`config.mk`:
```
export PLATFORM = sky130hd
export DESIGN_NAME = temporizador_arbitro
export DESIGN_NICKNAME = d
export VERILOG_FILES = /design/src/rtl/temporizador_arbitro.sv
export SDC_FILE = /design/constraint.sdc
export NUM_CORES = 1
export LEC_CHECK = 0
export CAP_MARGIN = 5
export CORE_MARGIN = 8
export CORE_UTILIZATION = 57
export CTS_BUF_LIST = sky130_fd_sc_hd__clkbuf_16
export DETAILED_ROUTE_END_ITERATION = 6
export HOLD_SLACK_MARGIN = 0.03
export PLACE_DENSITY = 0.86
export SLEW_MARGIN = 20
export SYNTH_ARGS = -nofsm -noshare
export SYNTH_HDL_FRONTEND = slang
export SYNTH_SLANG_ARGS = --single-unit
```
`constraint.sdc`:
```
create_clock -name clock -period 2.89 [get_ports clock]
set_input_delay 0.578 -clock clock [delete_from_list [all_inputs] [get_ports clock]]
set_output_delay 0.578 -clock clock [all_outputs]
set_load 0.01 [all_outputs]
```
`src/rtl/temporizador_arbitro.sv`:
```
// temporizador_arbitro: shared seconds timer for the problema_03 control path.
//
// Owns the 1 Hz prescaler and time-shares it between requester A (main FSM
// stop phase) and requester B (password-wait FSM). A granted requester gets
// its duration loaded and counted down in whole seconds, with a per-second
// tick and a one-cycle done pulse at the end.
//
// Ports:
//   clock, reset_n          system clock, asynchronous active-low reset
//   req_a/dur_a             request + duration (s) from A, duration sampled at grant
//   req_b/dur_b             request + duration (s) from B, duration sampled at grant
//   pausa                   (only with TEMPORIZADOR_PAUSA_EN) stall the countdown
//   grant_a/grant_b         current owner of the timer
//   busy                    high while counting or signalling done
//   tick_1hz                one-cycle pulse per elapsed second
//   seg_rest                remaining seconds for the current owner
//   done_a/done_b           one-cycle pulse when the owner's countdown ends
//
// Optional feature macro: TEMPORIZADOR_PAUSA_EN (adds the pausa input).
// All outputs are registered.
module temporizador_arbitro #(
   parameter int CLK_HZ = 50000000,
   parameter int SEC_W  = 6
) (
   input  logic             clock,
   input  logic             reset_n,
`ifdef TEMPORIZADOR_PAUSA_EN
   input  logic             pausa,
`endif
   input  logic             req_a,
   input  logic [SEC_W-1:0] dur_a,
   input  logic             req_b,
   input  logic [SEC_W-1:0] dur_b,
   output logic             grant_a,
   output logic             grant_b,
   output logic             busy,
   output logic             tick_1hz,
   output logic [SEC_W-1:0] seg_rest,
   output logic             done_a,
   output logic             done_b
);

   localparam int PW = (CLK_HZ > 1) ? $clog2(CLK_HZ) : 1;
   localparam logic [PW-1:0] PRESC_MAX = PW'(CLK_HZ - 1);

   localparam logic [1:0] S_IDLE = 2'd0;
   localparam logic [1:0] S_RUN  = 2'd1;
   localparam logic [1:0] S_DONE = 2'd2;

   logic [1:0]       state_q, state_d;
   logic [PW-1:0]    presc_q, presc_d;
   logic [SEC_W-1:0] seg_q, seg_d;
   logic             last_b_q, last_b_d;   // 1: B owned the timer last
   logic             grant_a_q, grant_a_d;
   logic             grant_b_q, grant_b_d;
   logic             busy_q, busy_d;
   logic             tick_q, tick_d;
   logic             done_a_q, done_a_d;
   logic             done_b_q, done_b_d;

   logic hold;
   logic pick_a;
   logic owner_req;

`ifdef TEMPORIZADOR_PAUSA_EN
   assign hold = pausa;
`else
   assign hold = 1'b0;
`endif

   always_comb begin
      state_d   = state_q;
      presc_d   = presc_q;
      seg_d     = seg_q;
      last_b_d  = last_b_q;
      grant_a_d = grant_a_q;
      grant_b_d = grant_b_q;
      busy_d    = busy_q;
      tick_d    = 1'b0;
      done_a_d  = 1'b0;
      done_b_d  = 1'b0;
      // Round-robin: on contention A wins only if B owned the timer last.
      pick_a    = req_a && (!req_b || last_b_q);
      owner_req = grant_a_q ? req_a : req_b;

      case (state_q)
         S_IDLE: begin
            presc_d = '0;
            if (req_a || req_b) begin
               state_d   = S_RUN;
               grant_a_d = pick_a;
               grant_b_d = !pick_a;
               busy_d    = 1'b1;
               seg_d     = pick_a ? dur_a : dur_b;
               last_b_d  = !pick_a;
            end
         end
         S_RUN: begin
            if (!owner_req) begin
               // Owner walked away: silent abort, no done pulse.
               state_d   = S_IDLE;
               grant_a_d = 1'b0;
               grant_b_d = 1'b0;
               busy_d    = 1'b0;
               seg_d     = '0;
               presc_d   = '0;
            end else if (seg_q == '0) begin
               // Zero duration loaded: finish after a single RUN cycle.
               state_d  = S_DONE;
               done_a_d = grant_a_q;
               done_b_d = grant_b_q;
            end else if (!hold) begin
               if (presc_q == PRESC_MAX) begin
                  presc_d = '0;
                  tick_d  = 1'b1;
                  seg_d   = seg_q - SEC_W'(1);
                  if (seg_q == SEC_W'(1)) begin
                     state_d  = S_DONE;
                     done_a_d = grant_a_q;
                     done_b_d = grant_b_q;
                  end
               end else begin
                  presc_d = presc_q + PW'(1);
               end
            end
         end
         S_DONE: begin
            state_d   = S_IDLE;
            grant_a_d = 1'b0;
            grant_b_d = 1'b0;
            busy_d    = 1'b0;
            presc_d   = '0;
         end
         default: begin
            state_d   = S_IDLE;
            grant_a_d = 1'b0;
            grant_b_d = 1'b0;
            busy_d    = 1'b0;
            seg_d     = '0;
            presc_d   = '0;
         end
      endcase
   end

   always_ff @(posedge clock or negedge reset_n) begin
      if (!reset_n) begin
         state_q   <= S_IDLE;
         presc_q   <= '0;
         seg_q     <= '0;
         last_b_q  <= 1'b1;
         grant_a_q <= 1'b0;
         grant_b_q <= 1'b0;
         busy_q    <= 1'b0;
         tick_q    <= 1'b0;
         done_a_q  <= 1'b0;
         done_b_q  <= 1'b0;
      end else begin
         state_q   <= state_d;
         presc_q   <= presc_d;
         seg_q     <= seg_d;
         last_b_q  <= last_b_d;
         grant_a_q <= grant_a_d;
         grant_b_q <= grant_b_d;
         busy_q    <= busy_d;
         tick_q    <= tick_d;
         done_a_q  <= done_a_d;
         done_b_q  <= done_b_d;
      end
   end

   assign grant_a  = grant_a_q;
   assign grant_b  = grant_b_q;
   assign busy     = busy_q;
   assign tick_1hz = tick_q;
   assign seg_rest = seg_q;
   assign done_a   = done_a_q;
   assign done_b   = done_b_q;

endmodule

```
======== Word level (Yosys, flattened, before mapping) ========
Index checks and enable logic that the tools add are counted.
storage, ports and cells
  flip-flop bits (word level) ............. 41
  latch bits .............................. 0
  RAM bits ................................ 0
  bits in read-only memories .............. 0
  input port bits ......................... 16
  word-level logic and storage cells ...... 72
  memories kept ........................... 0
cells by class
  $add $sub $neg .......................... 2
  multiply operators ...................... 0
  divide/modulo/power cells ............... 0
  order comparisons ....................... 0
  equality and inequality tests ........... 10
  shift operators ......................... 0
  muxes and demuxes ....................... 38
  bitwise gates (word level) .............. 1
  reductions and logical operators ........ 11
operators by type and width
  cell                   number
  $mux 26                4
  $mux 6                 5
  $add 26x1->26 const B  1
  $eq 26x26->1 const B   1
  $mux 1                 19
  $pmux 6 s3             1
  $mux 2                 5
  $ne 4x4->1 const B     2
  $eq 6x1->1 const B     1
  $logic_not 6->1        1
  $ne 3x3->1 const B     2
  $pmux 1 s2             3
  $sub 6x1->6 const B    1
  $ne 2x2->1 const B     2
  $pmux 2 s2             1
  $reduce_and 2->1       2
  $reduce_and 4->1       1
  $reduce_and 3->1       1
  $eq 2x1->1 const B     1
  $eq 2x2->1 const B     1
  $logic_not 1->1        2
  $logic_not 2->1        1
  $logic_or 1x1->1       2
  $logic_and 1x1->1      1
  $not 1->1              1

======== Longest topological paths before layout ========
Gate-level depths: netlist of the first run.
  depth in word-level cells ............... 6
  depth in mapped cells ................... 7

======== Worst setup path after synthesis of the first run ========
Ideal clock, no wire load.
  path type ............................... register -> register
  start ................................... register presc_q[7]
  end ..................................... register seg_q[0] (netlist: seg_rest[0])
  setup time .............................. 0.128 ns
  arrival ................................. 1.964 ns
  data required time ...................... 2.762 ns
  path slack .............................. 0.799 ns
  stages on the path, launching flop included .. 7
  path buffers ............................ 1
  path through ............................ dfrtp_1 -> buf_6 -> or4b_1 -> nor4_2 -> nand3_2 -> a21oi_4 -> mux2_1
between the ends
  longest elaborated chain between the ends .. 3
ends and longest elaborated chain
  element                            RTL line  source
  from (decl)                        51        logic [PW-1:0] presc_q, presc_d;
  from (signal assigned)             159       presc_q <= presc_d;
  $eq 26x26->1                       113       if (presc_q == PRESC_MAX) begin
  $ne 3x3->1 (no source line)        n/a
  $reduce_and 4->1 (no source line)  n/a
  to (signal assigned)               160       seg_q <= seg_d;
  to (decl)                          52        logic [SEC_W-1:0] seg_q, seg_d;
No other way between the ends.
A chain may end at the register's enable or synchronous reset.

======== Worst setup path in the final report of the first run ========
Same ends and word-level chain as after synthesis.

==> results of run 1 <==
power by group through the flow:
stage / Clock, mW / Combinational, mW / Sequential [mW]
global route: 0.555 / 1.04 / 0.806
finish: 0.527 / 0.953 / 0.790
detailed placement: 0 / 0.943 / 0.793
global placement: 0 / 0.920 / 0.786
CTS: 0.535 / 0.946 / 0.785
floorplan: 0 / 0.620 / 0.783
cells by family (layout without fill, tap and decap cells):
| group | count (synthesis) | after routing | synth area share [%] |
|---|---|---|---|
| flops | 41 | 41 | 39.5 |
| fa+ha+maj | 4 | 4 | 1.92 |
| mux | 10 | 10 | 4.08 |
| compound gates | 66 | 66 | 17.7 |
| simple gates | 130 | 130 | 30.3 |
| xor+xnor | 8 | 8 | 2.69 |
| buf+inv | 17 | 48 | 3.89 |
cell usage after synthesis, types with 4 or more instances:
cell / count / share of area, %
ha_1: 4 / 1.9
nand2_1: 29 / 4.2
dfrtp_1: 40 / 38
mux2i_1: 5 / 1.9
o2bb2ai_1: 6 / 2.0
inv_1: 5 / 0.72
o2111ai_1: 4 / 1.3
clkbuf_1: 6 / 0.86
nand3_1: 9 / 1.7
xor2_1: 7 / 2.4
a21oi_1: 17 / 3.3
o22ai_1: 5 / 1.2
or3_1: 4 / 0.96
and3_1: 6 / 1.4
nor3_1: 12 / 2.3
nand2b_1: 4 / 0.96
nor2_1: 25 / 3.6
nand4_1: 11 / 2.6
o21ai_0: 10 / 1.9
path summary, 6_finish.rpt:
path                                        startpoint  slack [ns]                      end
worst max-delay path            presc_q[7]$_DFFE_PN0P_        0.58  seg_rest[0]$_DFFE_PN0P_
worst min-delay path                           reset_n        0.44  seg_rest[2]$_DFFE_PN0P_
worst max register to register  presc_q[7]$_DFFE_PN0P_        0.58  seg_rest[0]$_DFFE_PN0P_
worst min register to register    last_b_q$_DFFE_PN1P_        0.55     last_b_q$_DFFE_PN1P_
max in group asynchronous                      reset_n        1.88  presc_q[16]$_DFFE_PN0P_
min in group clock                last_b_q$_DFFE_PN1P_        0.55     last_b_q$_DFFE_PN1P_
critical path, stage by stage (launching register included):
cell and delay [ns]:
dfrtp_1 0.48, or4b_1 0.58, nor4_2 0.28, nand3_2 0.23, a21oi_4 0.27, mux2_1 0.34
registers in the layout, indices dropped and copies added (netlist names):
name / count
tick_1hz: 1
presc_q: 26
state_q: 2
done_a: 1
grant_a: 1
grant_b: 1
last_b_q: 1
seg_rest: 6
done_b: 1
busy: 1
metal layers:
metal / up-vias / track usage, % / share of wire, %
li1: 1104 / - / -
met1: 1142 / 24.0 / 45
met2: 110 / 27.9 / 47
met3: 8 / 4.49 / 6.9
met4: 0 / 5.18 / 1.2
met5: - / 0 / 0
per-stage QoR:
| stage | cells | hold slack, ns | instance area, um2 | total power [mW] | util (%) |
|---|---|---|---|---|---|
| after floorplan | 276 | 0.282 | 2600 | 1.40 | - |
| after global placement | 351 | 0.503 | 2910 | 1.71 | 66.4 |
| after detailed placement | 351 | 0.530 | 2910 | 1.74 | 66.4 |
| after CTS | 359 | 0.461 | 3050 | 2.27 | 69.6 |
| after global routing | 359 | 0.514 | 3050 | 2.40 | 69.6 |
| final | 359 | 0.438 | 3050 | 2.27 | 69.6 |
cell type report:
class / count / area [um2] / area share, %
multi-input combinational: 218 / 1480 / 48.4
sequential: 41 / 1030 / 33.7
timing repair buffer: 35 / 325 / 10.7
clock buffer: 5 / 125 / 4.10
tap: 52 / 65.1 / 2.13
inverter: 5 / 18.8 / 0.615
clock inverter: 3 / 13.8 / 0.451
==> run_summary.xml, run 1 <==
<?xml version="1.0" encoding="UTF-8"?>
<metrics>
  <group name="drt">
    <metric name="avgViaCountPerCell" unit="">6.58</metric>
    <metric name="detailroute.via_count" unit="">2364</metric>
    <metric name="routedWlPerCell" unit="um">17.5</metric>
    <metric name="antenna_violating_nets_post_route" unit="">0</metric>
    <metric name="first_pass_iters" unit="">5</metric>
    <metric name="drt_iter0_markers" unit="">196</metric>
    <metric name="detail_route.drc_violations" unit="">0</metric>
    <metric name="finalWirelength" unit="um">6270</metric>
  </group>
  <group name="power">
    <metric name="power_report.internal_total" unit="mW">1.39</metric>
    <metric name="clock_network_fraction_of_design_power" unit="%">23.2</metric>
    <metric name="power.switching" unit="mW">0.880</metric>
    <metric name="power-per-cell-area" unit="nW/um2">744</metric>
    <metric name="leakagePower" unit="nW">1.28</metric>
    <metric name="netSwitchingFraction" unit="%">38.8</metric>
    <metric name="combinational_power_share" unit="%">42.0</metric>
    <metric name="power.share.sequential" unit="%">34.8</metric>
    <metric name="worst_ir_drop_vdd" unit="mV">0.513</metric>
  </group>
  <group name="timing">
    <metric name="relSlewSlack" unit="%">38.9</metric>
    <metric name="tightest_slew" unit="ns">0.916</metric>
    <metric name="tns" unit="ns">0</metric>
    <metric name="layout_worst_path_cycle_share" unit="%">80.0</metric>
    <metric name="number_of_hold_violations_in_the_final_report" unit="">0</metric>
    <metric name="timing.fmax" unit="GHz">0.433</metric>
    <metric name="setup_viol" unit="">0</metric>
    <metric name="setup_ws" unit="ns">0.579</metric>
    <metric name="final_max_slew_viol_count" unit="">0</metric>
    <metric name="fin_worst_skew" unit="ns">0.00847</metric>
    <metric name="grt_setup_unrepaired" unit="">false</metric>
    <metric name="period_needed" unit="ns">2.31</metric>
  </group>
  <group name="synthesis">
    <metric name="synth_area" unit="um2">2600</metric>
    <metric name="synth.yosys.seq_area_share" unit="%">39.5</metric>
    <metric name="synth-edff-count" unit="">0</metric>
    <metric name="postSynthNetCount" unit="">296</metric>
    <metric name="yosysWarningCount" unit="">0</metric>
    <metric name="synth-seq-cells" unit="">41</metric>
    <metric name="post_syn_instances" unit="">276</metric>
    <metric name="asyncSetResetFlopFracSynth" unit="%">100</metric>
    <metric name="ys_dominant_reg_cell" unit="">dfrtp_1</metric>
    <metric name="synth.lib_cells_used.distinct" unit="">62</metric>
    <metric name="avgSynthCellArea" unit="um2">9.43</metric>
  </group>
  <group name="floorplanning">
    <metric name="rows" unit="">24</metric>
    <metric name="floorplan.core_area" unit="um2">4380</metric>
    <metric name="die_area" unit="um2">6990</metric>
    <metric name="ioPinCount" unit="">28</metric>
    <metric name="die_height" unit="um">83.6</metric>
    <metric name="horiz_die_dim" unit="um">83.6</metric>
    <metric name="initial_utilization" unit="%">59.4</metric>
  </group>
  <group name="finish">
    <metric name="final_layout_size_suffix_gt1_share" unit="%">12.4</metric>
    <metric name="n_antenna_cell" unit="">0</metric>
    <metric name="mostFrequentLayoutCell" unit="">dfrtp_1</metric>
    <metric name="fill_cells" unit="">332</metric>
    <metric name="commonest_cells_after_routing_fill_and_taps_aside" unit="">dfrtp_1, nand2_1, clkdlybuf4s50_1, nor2_1, a21oi_1</metric>
    <metric name="flow.area_growth_from_synthesis" unit="%">17.2</metric>
    <metric name="number_of_nets_in_the_finished_design" unit="">326</metric>
  </group>
  <group name="clock_tree">
    <metric name="h-tree-depth" unit="">2</metric>
    <metric name="cts-root-buf" unit="">clkbuf_16</metric>
    <metric name="cts_tree" unit="">built</metric>
    <metric name="postCtsResizedCells" unit="">0</metric>
    <metric name="numCtsBuffers" unit="">5</metric>
    <metric name="tritoncts_num_sinks" unit="">41</metric>
    <metric name="clk_pin_slew" unit="ns">0.06</metric>
    <metric name="cts-hold-fix-buffers" unit="">0</metric>
    <metric name="cts_post_setup_buffers_inserted" unit="">0</metric>
    <metric name="cts_max_path_buffers" unit="">2</metric>
    <metric name="latest_clock_arrival_within_the_worst_skew_pair" unit="ns">0.28</metric>
  </group>
  <group name="setup_path">
    <metric name="worst-r2r-cell-count" unit="">5</metric>
    <metric name="worst-endpoint-required" unit="ns">3.05</metric>
    <metric name="cp.arrival" unit="ns">2.47</metric>
    <metric name="cp_max_fo" unit="">8</metric>
    <metric name="crit_path_class" unit="">flop to flop</metric>
    <metric name="critical_path.endpoint_type" unit="">flop</metric>
    <metric name="startpoint_type" unit="">flop</metric>
  </group>
  <group name="place">
    <metric name="gp_congestion" unit="">0.890</metric>
    <metric name="place.detailed.hpwl" unit="um">4480</metric>
    <metric name="dp_worst_setup_slack" unit="ns">0.347</metric>
    <metric name="portBuffers" unit="">27</metric>
  </group>
  <group name="job">
    <metric name="maxCapViolations" unit="">0</metric>
  </group>
  <group name="outcome">
    <metric name="status" unit="">complete, no violations</metric>
  </group>
  <group name="hold_path">
    <metric name="hp-class" unit="">input port to asynchronous set/reset pin</metric>
  </group>
  <group name="global_route">
    <metric name="grt_pass1_wl" unit="um">10800</metric>
    <metric name="vias_in_the_first_global_route" unit="">2221</metric>
    <metric name="grt_start_max_net_pins" unit="">42</metric>
    <metric name="grt_util_all_layers" unit="%">18.0</metric>
    <metric name="grt_antenna_before_repair" unit="">0</metric>
    <metric name="grt.overflow.total" unit="">0</metric>
  </group>
</metrics>
Note: power is estimated with default switching activity, not from simulation.
==> run 2: changes to the inputs <==
Clock period 2.89 ns to 2.2 ns, I/O delays scaled along.
==> run 2 against run 1 <==
Effect of this change: critical path depth up 1; sequential power increased by 28%; global-route usage increased by 1.9 points; register-to-register slack got worse by 0.56 ns; sequential share of layout area decreased by 2.2 points; clock power is 33% higher; die area unchanged; critical path type unchanged; final cell count up 6.1%.
==> run_summary.xml, run 2 (same netlist as run 1, synthesis figures left out) <==
<?xml version="1.0" encoding="UTF-8"?>
<metrics>
  <group name="timing">
    <metric name="tightest_slew" unit="ns">0.541</metric>
    <metric name="fin_worst_skew" unit="ns">0.00381</metric>
    <metric name="grt_setup_unrepaired" unit="">true</metric>
    <metric name="relSlewSlack" unit="%">63.9</metric>
    <metric name="setup_viol" unit="">0</metric>
    <metric name="number_of_hold_violations_in_the_final_report" unit="">0</metric>
    <metric name="layout_worst_path_cycle_share" unit="%">98.9</metric>
    <metric name="period_needed" unit="ns">2.18</metric>
    <metric name="timing.hold.ws" unit="ns">0.217</metric>
    <metric name="tns" unit="ns">0</metric>
    <metric name="timing.fmax" unit="GHz">0.459</metric>
    <metric name="final_max_slew_viol_count" unit="">0</metric>
  </group>
  <group name="floorplanning">
    <metric name="floorplan.core_area" unit="um2">4380</metric>
    <metric name="horiz_die_dim" unit="um">83.6</metric>
    <metric name="die_area" unit="um2">6990</metric>
    <metric name="rows" unit="">24</metric>
    <metric name="die_height" unit="um">83.6</metric>
    <metric name="ioPinCount" unit="">28</metric>
    <metric name="initial_utilization" unit="%">59.4</metric>
  </group>
  <group name="clock_tree">
    <metric name="cts-root-buf" unit="">clkbuf_16</metric>
    <metric name="h-tree-depth" unit="">2</metric>
    <metric name="clk_pin_slew" unit="ns">0.06</metric>
    <metric name="cts-hold-fix-buffers" unit="">0</metric>
    <metric name="tritoncts_num_sinks" unit="">41</metric>
    <metric name="cts_max_path_buffers" unit="">2</metric>
    <metric name="latest_clock_arrival_within_the_worst_skew_pair" unit="ns">0.28</metric>
    <metric name="cts_tree" unit="">built</metric>
    <metric name="numCtsBuffers" unit="">5</metric>
  </group>
  <group name="job">
    <metric name="maxCapViolations" unit="">0</metric>
  </group>
  <group name="finish">
    <metric name="fill_cells" unit="">306</metric>
    <metric name="final_layout_size_suffix_gt1_share" unit="%">20.7</metric>
    <metric name="commonest_cells_after_routing_fill_and_taps_aside" unit="">dfrtp_1, buf_4, nand2_1, clkdlybuf4s50_1, nor2_1</metric>
    <metric name="number_of_nets_in_the_finished_design" unit="">348</metric>
    <metric name="top_register" unit="">presc_q</metric>
    <metric name="mostFrequentLayoutCell" unit="">dfrtp_1</metric>
    <metric name="n_antenna_cell" unit="">0</metric>
    <metric name="largest_register_ff_count" unit="">26</metric>
    <metric name="regArea" unit="um2">1030</metric>
    <metric name="multi_input_area" unit="um2">1520</metric>
    <metric name="finish.cell_count_without_fillers" unit="">381</metric>
    <metric name="flow.area_growth_from_synthesis" unit="%">25.6</metric>
  </group>
  <group name="drt">
    <metric name="finalWirelength" unit="um">7270</metric>
    <metric name="detailroute.via_count" unit="">2532</metric>
    <metric name="detail_route.drc_violations" unit="">0</metric>
    <metric name="antenna_violating_nets_post_route" unit="">0</metric>
    <metric name="routedWlPerCell" unit="um">19.1</metric>
    <metric name="drt_iter0_markers" unit="">262</metric>
    <metric name="first_pass_iters" unit="">5</metric>
    <metric name="avgViaCountPerCell" unit="">6.65</metric>
  </group>
  <group name="global_route">
    <metric name="vias_in_the_first_global_route" unit="">2548</metric>
    <metric name="grt_antenna_before_repair" unit="">0</metric>
    <metric name="grt_start_max_net_pins" unit="">42</metric>
    <metric name="grt.overflow.total" unit="">0</metric>
    <metric name="grt_util_all_layers" unit="%">19.9</metric>
    <metric name="grt_pass1_wl" unit="um">11700</metric>
  </group>
  <group name="place">
    <metric name="portBuffers" unit="">27</metric>
    <metric name="placed_cells" unit="">371</metric>
    <metric name="gp_congestion" unit="">0.950</metric>
    <metric name="place.detailed.hpwl" unit="um">4980</metric>
  </group>
  <group name="setup_path">
    <metric name="critical_path.endpoint_type" unit="">flop</metric>
    <metric name="worst-endpoint-required" unit="ns">2.36</metric>
    <metric name="critical_path.top_delay_family" unit="">simple AND/OR/NAND/NOR gates</metric>
    <metric name="path_cells" unit="">or4b_4, nor4_4, buf_4, nand3_4, a21oi_4, mux2_4</metric>
    <metric name="cp.arrival" unit="ns">2.34</metric>
    <metric name="cp_max_fo" unit="">4</metric>
    <metric name="worst-r2r-cell-count" unit="">6</metric>
    <metric name="crit_path_class" unit="">flop to flop</metric>
    <metric name="startpoint_type" unit="">flop</metric>
    <metric name="timing.critical_path.buf_inv" unit="">1</metric>
    <metric name="worstSetupPathDepth" unit="">6</metric>
    <metric name="crit_path_top_delay_cell" unit="">or4b_4</metric>
    <metric name="critical_path.max_stage_delay" unit="ns">0.55</metric>
  </group>
  <group name="power">
    <metric name="power-per-cell-area" unit="nW/um2">968</metric>
    <metric name="leakagePower" unit="nW">1.42</metric>
    <metric name="worst_ir_drop_vdd" unit="mV">0.934</metric>
  </group>
  <group name="outcome">
    <metric name="status" unit="">complete, no violations</metric>
  </group>
  <group name="hold_path">
    <metric name="hp-class" unit="">input port to asynchronous set/reset pin</metric>
  </group>
</metrics>
[run 2: metal layers]
| layer | global-route usage, % | up-vias | share of wire [%] |
|---|---|---|---|
| met2 | 33.5 | 128 | 49 |
| met1 | 22.6 | 1228 | 41 |
| met3 | 4.59 | 28 | 6.5 |
| li1 | - | 1148 | - |
| met5 | 0 | - | 0 |
| met4 | 10.5 | 0 | 3.1 |
[run 2: stage by stage]
step | setup WS [ns] | cell area, um2 | utilization, % | power (mW)
finish | 0.0235 | 3270 | 74.6 | 3.17
global route | -0.0193 | 3270 | 74.6 | 3.33
CTS | 0.0157 | 3210 | 73.3 | 3.08
detailed placement | 0.0601 | 3070 | 70.1 | 2.37
global placement | 0.125 | 3070 | 70.1 | 2.34
floorplan | 0.109 | 2600 | - | 1.84
[run 2: timing repair]
action / 4_1_cts / 5_1_grt
setup endpoints to repair: 0 / 13
endpoints found under the hold margin: 0 / 0
setup buffers: 0 / 2
gates resized for setup: 0 / 10
[run 2: path summary, 6_finish.rpt]
| check | startpoint | to | slack [ns] |
|---|---|---|---|
| worst max-delay path | presc_q[7]$_DFFE_PN0P_ | seg_rest[0]$_DFFE_PN0P_ | 0.02 |
| worst min register to register | grant_b$_DFFE_PN0P_ | grant_b$_DFFE_PN0P_ | 0.54 |
| max in group asynchronous | reset_n | presc_q[18]$_DFFE_PN0P_ | 1.57 |
| worst max register to register | presc_q[7]$_DFFE_PN0P_ | seg_rest[0]$_DFFE_PN0P_ | 0.02 |
| min in group clock | grant_b$_DFFE_PN0P_ | grant_b$_DFFE_PN0P_ | 0.54 |
| worst min-delay path | reset_n | done_a$_DFF_PN0_ | 0.22 |
[run 2: area by class of cell]
cell class | instances | area share (%)
clock buffers | 5 | 3.83
clock inverters | 3 | 0.421
inverters | 5 | 0.574
multi-input cells | 218 | 46.3
flip-flops and latches | 41 | 31.5
well taps | 52 | 1.99
repair buffers | 57 | 15.4
[run 2: report_power, final]
group	internal, mW	total (mW)	leakage [nW]	switching, mW
clock network	0.412	0.701	0.0748	0.289
logic	0.657	1.45	0.797	0.797
registers	0.876	1.01	0.553	0.134
